===== config.mk =====
export PLATFORM = sky130hd
export DESIGN_NAME = ifu_fetch
export DESIGN_NICKNAME = d
export VERILOG_FILES = /design/src/rtl/ifu_fetch.sv
export SDC_FILE = /design/constraint.sdc
export NUM_CORES = 1
export LEC_CHECK = 0
export CORE_UTILIZATION = 37
export DETAILED_ROUTE_END_ITERATION = 8
export PLACE_DENSITY = 0.86
export SLEW_MARGIN = 40
export SYNTH_ARGS = -nofsm -noshare
export SYNTH_HDL_FRONTEND = slang
export SYNTH_SLANG_ARGS = --single-unit

===== constraint.sdc =====
create_clock -name clk -period 1.7 [get_ports clk]
set_input_delay 0.255 -clock clk [delete_from_list [all_inputs] [get_ports clk]]
set_output_delay 0.255 -clock clk [all_outputs]
set_load 0.02 [all_outputs]

===== src/rtl/ifu_fetch.sv =====
// Instruction-fetch front end: owns the PC, issues one instruction-memory read at a time,
// holds the returned word for decode and loads the downstream next-PC on acceptance.
// Optional misaligned-fetch check enabled by defining IFU_MISALIGN_CHECK_EN.
module ifu_fetch #(
  parameter logic [31:0] RESET_PC = 32'h0000_3000,
  parameter logic [31:0] EXC_PC   = 32'h0000_4180
) (
  input  logic        clk,
  input  logic        rst_n,
  output logic        imem_req,
  output logic [31:0] imem_addr,
  input  logic        imem_gnt,
  input  logic        imem_rvalid,
  input  logic [31:0] imem_rdata,
  output logic [31:0] pc,
  output logic [31:0] instr,
  output logic        instr_valid,
  input  logic        instr_ready,
  input  logic [31:0] npc,
  output logic [31:0] fetch_count,
  output logic        exc_misalign
);

  typedef enum logic [1:0] {StIdle, StReq, StWait, StValid} state_e;

  state_e      state_q, state_d;
  logic [31:0] pc_q, pc_d;
  logic [31:0] instr_q, instr_d;
  logic [31:0] count_q, count_d;
  logic        misalign_q, misalign_d;
  logic        npc_bad;

  // Misaligned next-PC detection; constant 0 when the check is compiled out.
`ifdef IFU_MISALIGN_CHECK_EN
  assign npc_bad = (npc[1:0] != 2'b00);
`else
  assign npc_bad = 1'b0;
`endif

  // Next-state and datapath updates; only one fetch is ever outstanding.
  always_comb begin
    state_d    = state_q;
    pc_d       = pc_q;
    instr_d    = instr_q;
    count_d    = count_q;
    misalign_d = 1'b0;
    unique case (state_q)
      StIdle: state_d = StReq;
      StReq: begin
        if (imem_gnt) begin
          if (imem_rvalid) begin
            // Zero-wait memory: data returns in the grant cycle.
            instr_d = imem_rdata;
            state_d = StValid;
          end else begin
            state_d = StWait;
          end
        end
      end
      StWait: begin
        if (imem_rvalid) begin
          instr_d = imem_rdata;
          state_d = StValid;
        end
      end
      StValid: begin
        if (instr_ready) begin
          pc_d       = npc_bad ? EXC_PC : npc;
          misalign_d = npc_bad;
          count_d    = count_q + 32'd1;
          state_d    = StReq;
        end
      end
      default: state_d = StIdle;
    endcase
  end

  // State and architectural registers, asynchronously reset.
  always_ff @(posedge clk or negedge rst_n) begin
    if (!rst_n) begin
      state_q    <= StIdle;
      pc_q       <= RESET_PC;
      instr_q    <= 32'd0;
      count_q    <= 32'd0;
      misalign_q <= 1'b0;
    end else begin
      state_q    <= state_d;
      pc_q       <= pc_d;
      instr_q    <= instr_d;
      count_q    <= count_d;
      misalign_q <= misalign_d;
    end
  end

  assign imem_req     = (state_q == StReq);
  assign imem_addr    = pc_q;
  assign pc           = pc_q;
  assign instr        = instr_q;
  assign instr_valid  = (state_q == StValid);
  assign fetch_count  = count_q;
  assign exc_misalign = misalign_q;

endmodule


==> metrics.md <==
| Metric | Value |
|---|---|
| Status | complete, but fails checks |
| Failing checks | setup timing |
| Top cells by count, synth | dfrtp_1, mux2_2, buf_4 |
| Final WS setup | -0.0161 ns |
| IO Count | 200 |
| Skew final | 0.00464 ns |
| Total power | about 12 mW |
| Row cnt | 38 |
| Clock root buffer | clkbuf_16 |
| Critical path's largest stage delay | 0.46 ns |
| Synth Area in Adders | about 1.2% |
| Synthesized cell area | 4260 um^2 |
| Maximum buffer depth of the clock tree | 2 |
| Post-Route Setup TNS | -0.0390 ns |
| Worst-skew pair later-pin latency | 0.33 ns |
| Synth Area in Compound Gates | 0.529% |
| Die width | 109 um |
| Die height | between 100 and 150 um |
| Cell taking the most area after synthesis | dfrtp_1 |
| FF/Latch Area | 2460 um^2 |
| VDD IR max | 0.00105 V |
| Multi-input gate area | about 1600 um^2 |
| Final setup vio count | 6 |
| Tcrit/Tclk final | 101% |
| Most common cell in the synthesized netlist | dfrtp_1 |
| Synth Area per Inst | 13.6 um^2 |
| Grt ovf | 0 |
| Initial Utilization | 38.6% |
| Leak Pwr | 3.11 nW |
| CTS tree | done |
| Power per Cell Area | about 1800 nW/um^2 |
| Initial antenna violation count | 0 |
| Worst Path Class, Setup | flip-flop to flip-flop |
| Pre-antenna DRT Iters | 4 |
| Nets | roughly 580 |
| Reg-to-reg startpoint | state_q[1]$_DFFE_PN0P_ |
| Port bufs | around 200 |
| Max-cap violation count | 0 |
| Detailed Place HPWL | 7480 um |
| Non-filler instance count after layout | 649 |
| Yosys top cell area share | 56.4% |
| Number of synthesized register bits | just under 100 |
| Post-synthesis cell type count | 32 |
| Async SR Flop Fraction | 100% |
| Fmax | 583 MHz |
| Core Area | 11000 um^2 |
| Hold_ws | around 0.34 ns |
| Tmin final | 1.72 ns |
| Final instance area | 6860 um^2 |
| Pre-CTS WS | -0.178 ns |
| R2r setup slk | -0.02 ns |
| Fill count | 862 |
| Seq/Total Area, Yosys | between 50 and 60% |
| Layout area overhead | 61.0% |
| Syn_nets | just under 400 |
| Dpl cell area | 6340 um^2 |
| Routed WL | around 10000 um |
| Number of synthesized flops with an enable pin | 0 |
| Vias in the first global route | 3176 |
| Synth area leaders | dfrtp_1, mux2_2, buf_4 |
| FF-to-FF path depth | 6 |
| Worst flop-to-flop path endpoint | instr[19]$_DFFE_PN0P_ |
| Drt initial violations | between 80 and 90 |
| First-pass GRT wire length | 15200 um |
| Num CTS Buffers | 9 |
| Final hold vios | 0 |
| CP Max Fanout | 6 |
| Pin count of the biggest net entering global routing | 56 |
| Worst-path clk slew | about 0.060 ns |
| Gr usage total | roughly 17% |
| Finished Core Util | 62.1% |
| Yosys warnings | 0 |
| CP max stage cell | dfrtp_2 |
| CP Capture Type | flip-flop |
| Antenna Nets Post-Route | 0 |
| Data arrival, critical path | 1.93 ns |
| Placed cells | 629 |
| Post-synthesis mux area share | between 10% and 20% |
| Hold WC Path Type | input port to asynchronous set/reset pin |
| Share of post-route cells with drive strength above 1 | 24.8% |
| CP cell instances | inv_2 -> ha_4 -> mux2_4 -> nand2_8 -> clkbuf_16 -> mux2_2 |
| Routability cong. | about 0.78 |
| Unrepaired setup endpoints after global routing | true |
| Clock sinks | 98 |
| Top FF cell, synth | dfrtp_1 |
| Final count of pins violating max slew | 0 |
| Post-Synth XOR/XNOR Area | 6.38% |
| Vias per Instance | 4.76 |
| Number of diodes | 0 |
| DRC | 0 |
| DR WL/cell | around 16 um |
| Crit path launch type | flip-flop |
| DR vias | about 3100 |
| Post-synthesis cell count | 314 |
| CP required | 1.92 ns |
| H-tree levels | 3 |
| Synth Area in Simple Gates | 8.46% |
| Largest family of logic cells by synthesized area | multiplexers |
| DIE AREA | approximately 12000 um^2 |
## timing repair
action                                  in CTS  in global routing
hold buffers                                 1                  0
buffers inserted                             0                  2
gates cloned                                 0                  2
gates resized for setup                     22                 41
endpoints found under the setup margin      55                 53
hold endpoints to repair                    15                  0
pin swaps                                    1                  7
## how the worst max path moves through the flow
stage	startpoint	end	slack, ns
6_report	state_q[1]$_DFFE_PN0P_	instr[19]$_DFFE_PN0P_	-0.02
5_1_grt	state_q[0]$_DFFE_PN0P_	instr[19]$_DFFE_PN0P_	-0.07
4_1_cts	state_q[0]$_DFFE_PN0P_	instr[18]$_DFFE_PN0P_	-0.001
3_5_place_dp	instr_ready	fetch_count[14]$_DFFE_PN0P_	-0.18
3_3_place_gp	instr_ready	fetch_count[14]$_DFFE_PN0P_	-0.11
2_1_floorplan	state_q[1]$_DFFE_PN0P_	instr[10]$_DFFE_PN0P_	-0.003
## worst max-delay path, delay by kind of cell (launching register included)
kind          cells  cell delay, ns
fa+ha+maj         1            0.13
simple gates      1            0.11
flops             1            0.46
buf+inv           2            0.25
mux               2            0.65
## layer usage
metal	GRT usage (%)	share of wire (%)	routed length [um]
met4	4.86	0.90	91
met3	6.58	8.2	834
met1	18.5	40	4020
met2	29.5	51	5210
met5	0	0	0
## cell families (layout without fill, tap and decap cells)
family / count (synthesis) / after routing
buffers and inverters: 52 / 247
muxes: 67 / 67
adders and majority gates: 4 / 4
other: 1 / 1
and+or+nand+nor: 58 / 58
xor gates and xnor gates: 31 / 31
DFF: 98 / 98
AOI/OAI and AO/OA: 3 / 3
## sequential cells by signal, summed over array words and instances (netlist names)
register / flops
fetch_count: 32
instr: 32
imem_addr: 32
state_q: 2
## layout make-up
type                       instances  area share [%]
timing repair buffer             225            33.0
multi-input combinational        164            23.8
tap                              140            2.56
sequential                        98            35.8
clock inverter                     3           0.949
inverter                           7           0.383
clock buffer                      12            3.45
## placed cells by master (no fill, tap or decap), types with 3 or more instances in the layout
cell,n
clkdlybuf4s50_1,179
dfrtp_1,94
mux2_2,39
mux2_4,27
xnor2_1,26
buf_4,17
nand4_1,13
nand2_1,11
clkbuf_16,10
nand3_1,8
dlygate4sd2_1,8
dlymetal6s2s_1,8
inv_1,5
nor2_1,5
xor2_1,5
buf_12,4
buf_6,4
and2_1,3
ha_4,3
clkbuf_1,3
## report_power, final
group	leakage [nW]	total [mW]	internal (mW)	switching, mW
combinational	1.75	6.52	3.57	2.95
clock	0.147	2.07	1.28	0.793
sequential	1.21	3.86	3.24	0.629
(Power assumes the default switching activity.)
